### src/rtl/clock_pkg.sv
// Shared time-of-day types, digit limits and the time-validity check used by
// both the time-of-day counter and the alarm logic.
package clock_pkg;

  typedef logic [3:0] bcd_digit_t;

  // hh:mm:ss as six BCD digits; packed order matches the 24-bit bus layout
  typedef struct packed {
    bcd_digit_t hour_tens;
    bcd_digit_t hour_units;
    bcd_digit_t min_tens;
    bcd_digit_t min_units;
    bcd_digit_t sec_tens;
    bcd_digit_t sec_units;
  } tod_t;

  localparam bcd_digit_t MAX_UNITS         = 4'd9;
  localparam bcd_digit_t MAX_SEC_TENS      = 4'd5;
  localparam bcd_digit_t MAX_MIN_TENS      = 4'd5;
  localparam bcd_digit_t MAX_HOUR_TENS     = 4'd2;
  localparam bcd_digit_t MAX_HOUR_UNITS_20 = 4'd3;  // last hour unit once tens is 2
  localparam tod_t       MIDNIGHT          = '0;

  // True when t is a legal 24-hour time (00:00:00 .. 23:59:59)
  function automatic logic time_is_valid(input tod_t t);
    logic hour_ok;
    hour_ok = ((t.hour_tens < MAX_HOUR_TENS) && (t.hour_units <= MAX_UNITS)) ||
              ((t.hour_tens == MAX_HOUR_TENS) && (t.hour_units <= MAX_HOUR_UNITS_20));
    return hour_ok &&
           (t.min_tens  <= MAX_MIN_TENS) && (t.min_units <= MAX_UNITS) &&
           (t.sec_tens  <= MAX_SEC_TENS) && (t.sec_units <= MAX_UNITS);
  endfunction

endpackage

### src/rtl/tick_prescaler.sv
// Divides clk down to a one-cycle tick enable every TICK_DIV cycles while en=1.
module tick_prescaler #(
  parameter int TICK_DIV = 50_000_000
) (
  input  logic clk,
  input  logic reset,
  input  logic en,
  output logic tick
);

  localparam int               CNT_W = (TICK_DIV > 1) ? $clog2(TICK_DIV) : 1;
  localparam logic [CNT_W-1:0] LAST  = CNT_W'(TICK_DIV - 1);

  logic [CNT_W-1:0] count;

  // Phase counter: 0..TICK_DIV-1 while enabled, frozen otherwise
  always_ff @(posedge clk) begin
    // NOTE: registers are written with <= so every flop samples pre-edge values.
    if (reset) begin
      count <= '0;
    end else if (en) begin
      if (count == LAST) count <= '0;
      else               count <= count + CNT_W'(1);
    end
  end

  assign tick = en && (count == LAST);

endmodule

### src/rtl/time_of_day_counter.sv
// 24-hour BCD time-of-day counter with load port, carry strobes and a
// combinational 12/24-hour display decode.
module time_of_day_counter
  import clock_pkg::*;
#(
  parameter int TICK_DIV = 50_000_000
) (
  input  logic        clk,
  input  logic        reset,
  input  logic        run,
  input  logic        mode_12h,
  input  logic        load_valid,
  input  logic [23:0] load_time,
  output logic        load_ready,
  output logic        load_err,
  output logic [23:0] time_bcd,
  output logic        pm,
  output logic        sec_pulse,
  output logic        min_pulse,
  output logic        day_pulse
);

  tod_t tod_q;
  tod_t tod_inc;
  tod_t load_tod;
  logic tick;
  logic load_accept;
  logic load_ok;
  logic load_apply;
  logic advance;
  logic sec_wrap;
  logic day_wrap;
  logic [4:0] hour_bin;
  logic [4:0] hour_disp;

  assign load_tod    = tod_t'(load_time);
  assign load_ready  = !reset;
  assign load_accept = load_valid && load_ready;
  assign load_ok     = time_is_valid(load_tod);
  assign load_apply  = load_accept && load_ok;
  // Any accepted load owns the cycle; a coincident tick is dropped
  assign advance     = tick && !load_accept;

  // A valid load restarts the second phase, so it shares the prescaler clear
  tick_prescaler #(
    .TICK_DIV (TICK_DIV)
  ) u_prescaler (
    .clk   (clk),
    .reset (reset || load_apply),
    .en    (run),
    .tick  (tick)
  );

  // One-second increment with the full BCD carry chain
  always_comb begin
    // NOTE: every output of this block gets a default first, so no latch is inferred.
    tod_inc  = tod_q;
    sec_wrap = 1'b0;
    day_wrap = 1'b0;
    if (tod_q.sec_units != MAX_UNITS) begin
      tod_inc.sec_units = tod_q.sec_units + 4'd1;
    end else begin
      tod_inc.sec_units = 4'd0;
      if (tod_q.sec_tens != MAX_SEC_TENS) begin
        tod_inc.sec_tens = tod_q.sec_tens + 4'd1;
      end else begin
        tod_inc.sec_tens = 4'd0;
        sec_wrap         = 1'b1;
        if (tod_q.min_units != MAX_UNITS) begin
          tod_inc.min_units = tod_q.min_units + 4'd1;
        end else begin
          tod_inc.min_units = 4'd0;
          if (tod_q.min_tens != MAX_MIN_TENS) begin
            tod_inc.min_tens = tod_q.min_tens + 4'd1;
          end else begin
            tod_inc.min_tens = 4'd0;
            if ((tod_q.hour_tens == MAX_HOUR_TENS) &&
                (tod_q.hour_units == MAX_HOUR_UNITS_20)) begin
              tod_inc.hour_tens  = 4'd0;
              tod_inc.hour_units = 4'd0;
              day_wrap           = 1'b1;
            end else if (tod_q.hour_units == MAX_UNITS) begin
              tod_inc.hour_units = 4'd0;
              tod_inc.hour_tens  = tod_q.hour_tens + 4'd1;
            end else begin
              tod_inc.hour_units = tod_q.hour_units + 4'd1;
            end
          end
        end
      end
    end
  end

  // Time register: reset, then load, then advance
  always_ff @(posedge clk) begin
    if (reset)           tod_q <= MIDNIGHT;
    else if (load_apply) tod_q <= load_tod;
    else if (advance)    tod_q <= tod_inc;
  end

  // Carry strobes, aligned with the first cycle the new time is visible
  always_ff @(posedge clk) begin
    if (reset) begin
      sec_pulse <= 1'b0;
      min_pulse <= 1'b0;
      day_pulse <= 1'b0;
    end else begin
      sec_pulse <= advance;
      min_pulse <= advance && sec_wrap;
      day_pulse <= advance && day_wrap;
    end
  end

  // Rejection strobe for an accepted out-of-range load
  always_ff @(posedge clk) begin
    if (reset) load_err <= 1'b0;
    else       load_err <= load_accept && !load_ok;
  end

  // Display decode: 24-hour pass-through or 12-hour hour remap with pm flag
  always_comb begin
    hour_bin  = 5'(tod_q.hour_tens) * 5'd10 + 5'(tod_q.hour_units);
    hour_disp = hour_bin;
    if (hour_bin == 5'd0)       hour_disp = 5'd12;
    else if (hour_bin > 5'd12)  hour_disp = hour_bin - 5'd12;
    time_bcd = tod_q;
    pm       = 1'b0;
    if (mode_12h) begin
      pm = (hour_bin >= 5'd12);
      if (hour_disp >= 5'd10) begin
        time_bcd[23:20] = 4'd1;
        time_bcd[19:16] = 4'(hour_disp - 5'd10);
      end else begin
        time_bcd[23:20] = 4'd0;
        time_bcd[19:16] = 4'(hour_disp);
      end
    end
  end

endmodule

### config.mk
export PLATFORM = sky130hd
export DESIGN_NAME = time_of_day_counter
export DESIGN_NICKNAME = d
export VERILOG_FILES = /design/src/rtl/clock_pkg.sv /design/src/rtl/tick_prescaler.sv /design/src/rtl/time_of_day_counter.sv
export SDC_FILE = /design/constraint.sdc
export NUM_CORES = 1
export LEC_CHECK = 0
export ABC_AREA = 0
export CAP_MARGIN = 5
export CORE_ASPECT_RATIO = 2
export CORE_MARGIN = 1.5
export CORE_UTILIZATION = 53
export DETAILED_ROUTE_END_ITERATION = 7
export GPL_TIMING_DRIVEN = 0
export HOLD_SLACK_MARGIN = 0.12
export PLACE_DENSITY = 0.87
export SLEW_MARGIN = 10
export SYNTH_ARGS = -nofsm -noshare
export SYNTH_HDL_FRONTEND = slang
export SYNTH_SLANG_ARGS = --single-unit
### constraint.sdc
create_clock -name clk -period 5.1 [get_ports clk]
set_clock_uncertainty 0.15 [all_clocks]
set_input_delay 1.02 -clock clk [delete_from_list [all_inputs] [get_ports clk]]
set_output_delay 1.02 -clock clk [all_outputs]
set_load 0.01 [all_outputs]
# Yosys cells after proc, flatten, opt, wreduce, memory -nomap -nowiden
# Cells that the tools add are included.
[word_totals]
output_inout_bits = 30
regBits = 54
input_bits = 29
word_cells = 98
[op_classes]
n_mul = 1
n_eq_ne = 13
mux = 26
n_lt_le_gt_ge = 10
addsub = 10
n_reduce_logical = 27
[ops]
columns = ["op", "count"]
rows = [
  ["2-to-1 mux 24 bit", 2],
  ["adder 26 x 1 -> 26 bit, second input constant", 1],
  ["equality test 26 bit, second input constant", 1],
  ["2-to-1 mux 26 bit", 1],
  ["adder 4 x 1 -> 4 bit, second input constant", 6],
  ["2-to-1 mux 4 bit", 6],
  ["2-to-1 mux 8 bit", 3],
  ["2-to-1 mux 20 bit", 1],
  ["2-to-1 mux 16 bit", 1],
  ["2-to-1 mux 5 bit", 3],
  ["logical AND 1 bit", 14],
  ["equality test 4 x 2 -> 1 bit, second input constant", 3],
  ["<= comparator 4 bit, second input constant", 3],
  ["2-to-1 mux 12 bit", 1],
  ["greater-or-equal comparator 5 x 4 -> 1 bit, second input constant", 2],
  ["<= comparator 4 x 3 -> 1 bit, second input constant", 2],
  ["2-to-1 mux 1 bit", 8],
  ["inequality test 2 bit, second input constant", 4],
  ["inequality test 4 x 3 -> 1 bit, second input constant", 2],
  ["inequality test 4 bit, second input constant", 2],
  ["AND reduction 6 bit", 1],
  ["adder 5 x 4 -> 5 bit", 1],
  ["> comparator 5 x 4 -> 1 bit, second input constant", 1],
  ["zero test 5 bit", 1],
  ["other kinds (14)", 17],
]

# Logic depth before layout (Yosys ltp)
[logic_depth]
depth_word = 10
depth_mapped = 12
ltp_nobuf = 12

# Hierarchy
# Synthesis repeated with hierarchy kept, for this count alone.
[unflattened]
hier_cells = 428
hier_area_um2 = 3523.4
[modules_own_cells]
columns = ["module", "cells_per_inst", "seq_area_each_um2", "area_each_um2", "instances"]
rows = [
  ["time_of_day_counter", 270, 560.5, 2137.0, 1],
  ["tick_prescaler", 158, 520.5, 1386.3, 1],
]

# Worst setup path before layout
# Ideal clock, no wire load.
[synth_timing]
path_kind = "flip-flop to output port"
start = "register tod_q[20] (netlist bit)"
end = "output time_bcd[19]"
required_time_ps = 3930
t_arrival_ps = 2858
n_path_buf = 0
stages_incl_launch_ff = 11
setup_slack_ps = 1072
cell_sequence = "dfxtp_1 -> ha_1 -> ha_1 -> xor2_1 -> inv_1 -> ha_1 -> nand2_1 -> o21ai_0 -> o41ai_2 -> or3b_2 -> a22oi_1"
[synth_via]
elab_chain_len = 8
elab_cells_between_ends = 11
[synth_lines]
columns = ["element", "line_no", "rtl"]
rows = [
  ["start: declaration", "time_of_day_counter.sv:23", "tod_t tod_q;"],
  ["start signal: assignment", "time_of_day_counter.sv:97", "else if (load_apply) tod_q <= load_tod;"],
  ["start signal: assignment", "time_of_day_counter.sv:98", "else if (advance) tod_q <= tod_inc;"],
  ["multiplier 4 x 3 -> 4 bit *", "time_of_day_counter.sv:122", "hour_bin = 5'(tod_q.hour_tens) * 5'd10 + 5'(tod_q.hour_units);"],
  ["adder 5 x 4 -> 5 bit *", "time_of_day_counter.sv:122", ""],
  ["subtractor 5 x 4 -> 5 bit or > comparator 5 x 4 -> 1 bit (tied branches)", "time_of_day_counter.sv:125", "else if (hour_bin > 5'd12) hour_disp = hour_bin - 5'd12;"],
  ["2-to-1 mux 5 bit", "time_of_day_counter.sv:125", ""],
  ["2-to-1 mux 5 bit *", "time_of_day_counter.sv:124", "if (hour_bin == 5'd0) hour_disp = 5'd12;"],
  ["subtractor 4 bit or greater-or-equal comparator 5 x 4 -> 1 bit (tied branches)", "time_of_day_counter.sv:132, time_of_day_counter.sv:130", ""],
  ["2-to-1 mux 5 bit *", "time_of_day_counter.sv:130", "if (hour_disp >= 5'd10) begin"],
  ["2-to-1 mux 8 bit *", "time_of_day_counter.sv:128", "if (mode_12h) begin"],
  ["end: declaration", "time_of_day_counter.sv:16", "output logic [23:0] time_bcd,"],
]
# Mark *: on every way between the ends. The rest lies on a longest branch, timed or not.

# Worst setup path after layout
[layout_timing]
start = "register tod_q[17] (netlist bit)"
end = "output time_bcd[18]"
[layout_via]
elab_chain_len = 7
elab_cells_between_ends = 10
[layout_lines]
columns = ["element", "line_no"]
rows = [
  ["adder 5 x 4 -> 5 bit *", "time_of_day_counter.sv:122"],
  ["subtractor 5 x 4 -> 5 bit or > comparator 5 x 4 -> 1 bit (tied branches)", "time_of_day_counter.sv:125"],
  ["2-to-1 mux 5 bit", "time_of_day_counter.sv:125"],
  ["2-to-1 mux 5 bit *", "time_of_day_counter.sv:124"],
  ["subtractor 4 bit or greater-or-equal comparator 5 x 4 -> 1 bit (tied branches)", "time_of_day_counter.sv:132, time_of_day_counter.sv:130"],
  ["2-to-1 mux 5 bit *", "time_of_day_counter.sv:130"],
  ["2-to-1 mux 8 bit *", "time_of_day_counter.sv:128"],
]
# Marked as above.

==> summary.txt <==
Status
  • Status: completed

STA
  • Number of setup violations in the final report: 0
  • Slew headroom: 29.1%
  • TNS Setup: 0 ns
  • Pins over their slew limit: 0
  • F_max: 200 MHz
  • Actual slew at the worst max-slew pin: 1.05 ns
  • Final Hold Vio Count: 0
  • Crit path time final: 5.00 ns
  • Period utilization: 98.0%

Clocking
  • Clk sinks: 54
  • Max Buffers Root-to-Sink: 2
  • Cts hold-fix bufs: 0
  • Inserted Clock Buffers: 5
  • Total number of H-tree levels: 2
  • Clock slew at reported path FFs: 0.07 ns
  • CTS tree: built
  • Clock Latency Late Sink: 0.30 ns
  • Root buf cell: clkbuf_16

Routing
  • DRC: 0
  • Vias per cell: 6.05
  • Drt first pass iters: 6
  • DRT iter0 DRCs: 250
  • DR vias: 3455
  • Routed len/inst: 16.2 um
  • DRT antenna net count: 0
  • Routed wire length: 9.27 mm

GRT
  • Initial antenna violation count: 0
  • GR Overflow Total: 0
  • GRT Total Usage: 28.2%
  • First-pass GRT wire length: 15.2 mm
  • Largest net degree at the start of global routing: 18
  • Vias in the first global route: 3447

Setup path
  • Worst r2r src: u_prescaler.count[18]$_SDFFE_PP0P_
  • R2R Path End: tod_q[20]$_SDFFE_PP0P_
  • CP required: 3.93 ns
  • R2R depth: 6
  • Crit path capture type: output pin
  • Startpoint Class: flop
  • Crit Path Category: flop to output pin
  • R2R Setup Slk: 2.25 ns
  • CP max FO: 6
  • Arr. time, crit path: 3.83 ns

Logic synthesis
  • Yosys synthesis warning count: 0
  • Main synth FF type: dfxtp_1
  • Syn_nets: 461
  • Fraction of registers with async set/reset: 0%
  • Synth Register Bits: 54
  • Mean Syn Cell Area: 8.02 um2
  • Post-synth EDFFs: 0
  • Post-Syn Area: 3360 um2
  • Synth cell types: 56
  • Post-Synthesis Cells: 419
  • Sequential share of the synthesized area: 32.2%

Pwr
  • Power Density: 205 nW/um2
  • Total power: 0.874 mW
  • Worst vdd ir: 244 uV
  • Leakage: 1.48 nW

Floorplan
  • Placeable Area: 6060 um2
  • Initial Utilization: 55.5%
  • Die Y-Extent: 116 um
  • Die width: 59.3 um
  • Row Count: 40
  • Num ports: 59
  • Die Area: 6850 um2

Run
  • MaxCap Viol Count: 0

Layout
  • Area Growth Syn to Fin: 26.7%
  • Diodes inserted: 0
  • Layout Cells excl Fill: 571
  • Fin util: 70.3%
  • Post-route cell area: 4260 um2
  • Nets@finish: 528
  • Share of cells above drive strength 1: 9.03%

Placement
  • Area post-placement: 4060 um2
  • HPWL after DPL: 7.09 mm
  • Dpl cells: 562
  • IO buf count: 58
  • GP Congestion: 0.880

Min path
  • Worst hold-check path type: flop to flop
  • Worst hold start: u_prescaler.count[1]$_SDFFE_PP0P_
  • Hold-critical path depth: 2
  • Worst Hold Endpoint: u_prescaler.count[1]$_SDFFE_PP0P_
-- cell usage after synthesis, drive strengths merged (2+ instances only) --
cell | count | area share [%]
nor2 | 59 | 6.7
dfxtp | 54 | 32
nand2 | 40 | 4.5
a21oi | 20 | 3.0
inv | 18 | 2.0
xor2 | 18 | 4.7
buf | 17 | 3.8
nand3 | 16 | 2.4
nand4 | 16 | 3.0
xnor2 | 14 | 3.6
o21ai | 13 | 1.9
ha | 12 | 4.5
clkbuf | 10 | 1.1
a211oi | 8 | 1.8
and3 | 8 | 1.5
nor3 | 8 | 1.2
a311oi | 7 | 1.8
nor2b | 6 | 1.1
a22oi | 5 | 1.1
or3 | 5 | 1.1
a31oi | 4 | 0.74
and4 | 4 | 1.0
nand3b | 4 | 0.89
nand4b | 4 | 1.0
nor4 | 4 | 0.74
nor4b | 4 | 1.0
o31ai | 4 | 0.89
nand2b | 3 | 0.56
nor4bb | 3 | 0.89
a2111o | 2 | 0.67
a21o | 2 | 0.45
and2 | 2 | 0.37
mux2 | 2 | 0.67
nor3b | 2 | 0.45
o211ai | 2 | 0.45
o311ai | 2 | 0.52
o41ai | 2 | 0.75
or4 | 2 | 0.56
-- timing repair --
action | in CTS | in global routing
endpoints found under the setup margin | 3 | 3
gates resized for setup | 2 | 4
buffers inserted | 1 | 0
pin swaps | 1 | 0
-- stage by stage --
stage / worst slack (ns) / hold WS, ns
finish: 0.100 / 0.373
global route: -0.00345 / 0.420
CTS: 0.00928 / 0.374
detailed placement: 0.165 / 0.356
global placement: 0.249 / 0.336
floorplan: 1.07 / 0.321
-- sequential cells by signal, indices dropped and copies added (netlist names) --
signal and count:
time_bcd 16, sec_pulse 1, load_err 1, tod_q 8, u_prescaler.count 26, min_pulse 1
day_pulse 1
-- logic make-up (layout without fill, tap and decap cells) --
family | Yosys count | in the layout | share of synthesized area (%)
fa+ha+maj | 13 | 13 | 5.07
xor+xnor | 33 | 33 | 9.01
compound gates | 76 | 76 | 15.4
mux | 3 | 3 | 0.968
flops | 54 | 54 | 32.2
simple gates | 194 | 194 | 30.4
buf+inv | 46 | 114 | 7.04
-- critical path, stage by stage (launching register included) --
cell	delay (ns)
dfxtp_1	0.39
ha_1	0.27
fa_1	0.41
xor2_2	0.20
ha_2	0.23
nor3b_2	0.17
o21ai_0	0.15
nand2_1	0.09
a21oi_2	0.18
ha_1	0.20
o41ai_1	0.16
a2111o_1	0.46
nand4_1	0.10
clkdlybuf4s50_1	0.54
-- worst max path at each step --
stage | end | start | slack [ns] | cells past startpoint
2_1_floorplan | time_bcd[19] | tod_q[20]$_SDFFE_PP0P_ | 1.07 | 10
3_3_place_gp | time_bcd[19] | tod_q[20]$_SDFFE_PP0P_ | 0.25 | 11
3_5_place_dp | time_bcd[19] | tod_q[20]$_SDFFE_PP0P_ | 0.17 | 11
4_1_cts | time_bcd[18] | tod_q[22]$_SDFFE_PP0P_ | 0.009 | 13
5_1_grt | time_bcd[18] | tod_q[17]$_SDFFE_PP0P_ | -0.003 | 13
6_report | time_bcd[18] | tod_q[17]$_SDFFE_PP0P_ | 0.10 | 13
-- cell usage in the layout (no fill, tap or decap), types with 4 or more instances in the layout --
master,n
nand3b_1,4
a21oi_1,19
nand3_1,16
xnor2_1,14
clkbuf_16,5
nor3_1,8
nor4b_1,4
a22oi_1,5
nand4b_1,4
buf_4,19
or3_1,4
o21ai_0,13
a31oi_1,4
and4_1,4
a211oi_1,8
ha_1,11
dfxtp_1,52
clkdlybuf4s50_1,58
o31ai_1,4
nand4_1,16
and3_1,8
xor2_1,17
clkbuf_1,10
nor2b_1,6
nor2_1,58
inv_1,18
a311oi_1,7
nand2_1,39
-- layout make-up --
cell class                      count  area, um2
Buffer                             27        165
Clock buffer                        5        125
Clock inverter                      3       45.0
Fill cell                         488       1800
Inverter                           19       71.3
Multi-Input combinational cell    319       2070
Sequential cell                    54       1080
Tap cell                           84        105
Timing Repair Buffer               60        596
-- power by group --
group / switching (mW) / leakage [nW] / internal [mW]
clock network: 0.157 / 0.0760 / 0.232
registers: 0.00244 / 0.436 / 0.424
logic: 0.0280 / 0.967 / 0.0313
total: 0.187 / 1.48 / 0.686
-- metal layers --
metal | track usage (%) | vias to the layer above | routed length (um) | part of all wire, %
li1 | - | 1626 | - | -
met1 | 26.9 | 1613 | 3190 | 34
met2 | 54.1 | 169 | 5170 | 56
met3 | 3.57 | 47 | 488 | 5.3
met4 | 16.5 | 0 | 431 | 4.6
met5 | 0 | - | 0 | 0
Note: power is estimated with default switching activity, not from simulation.
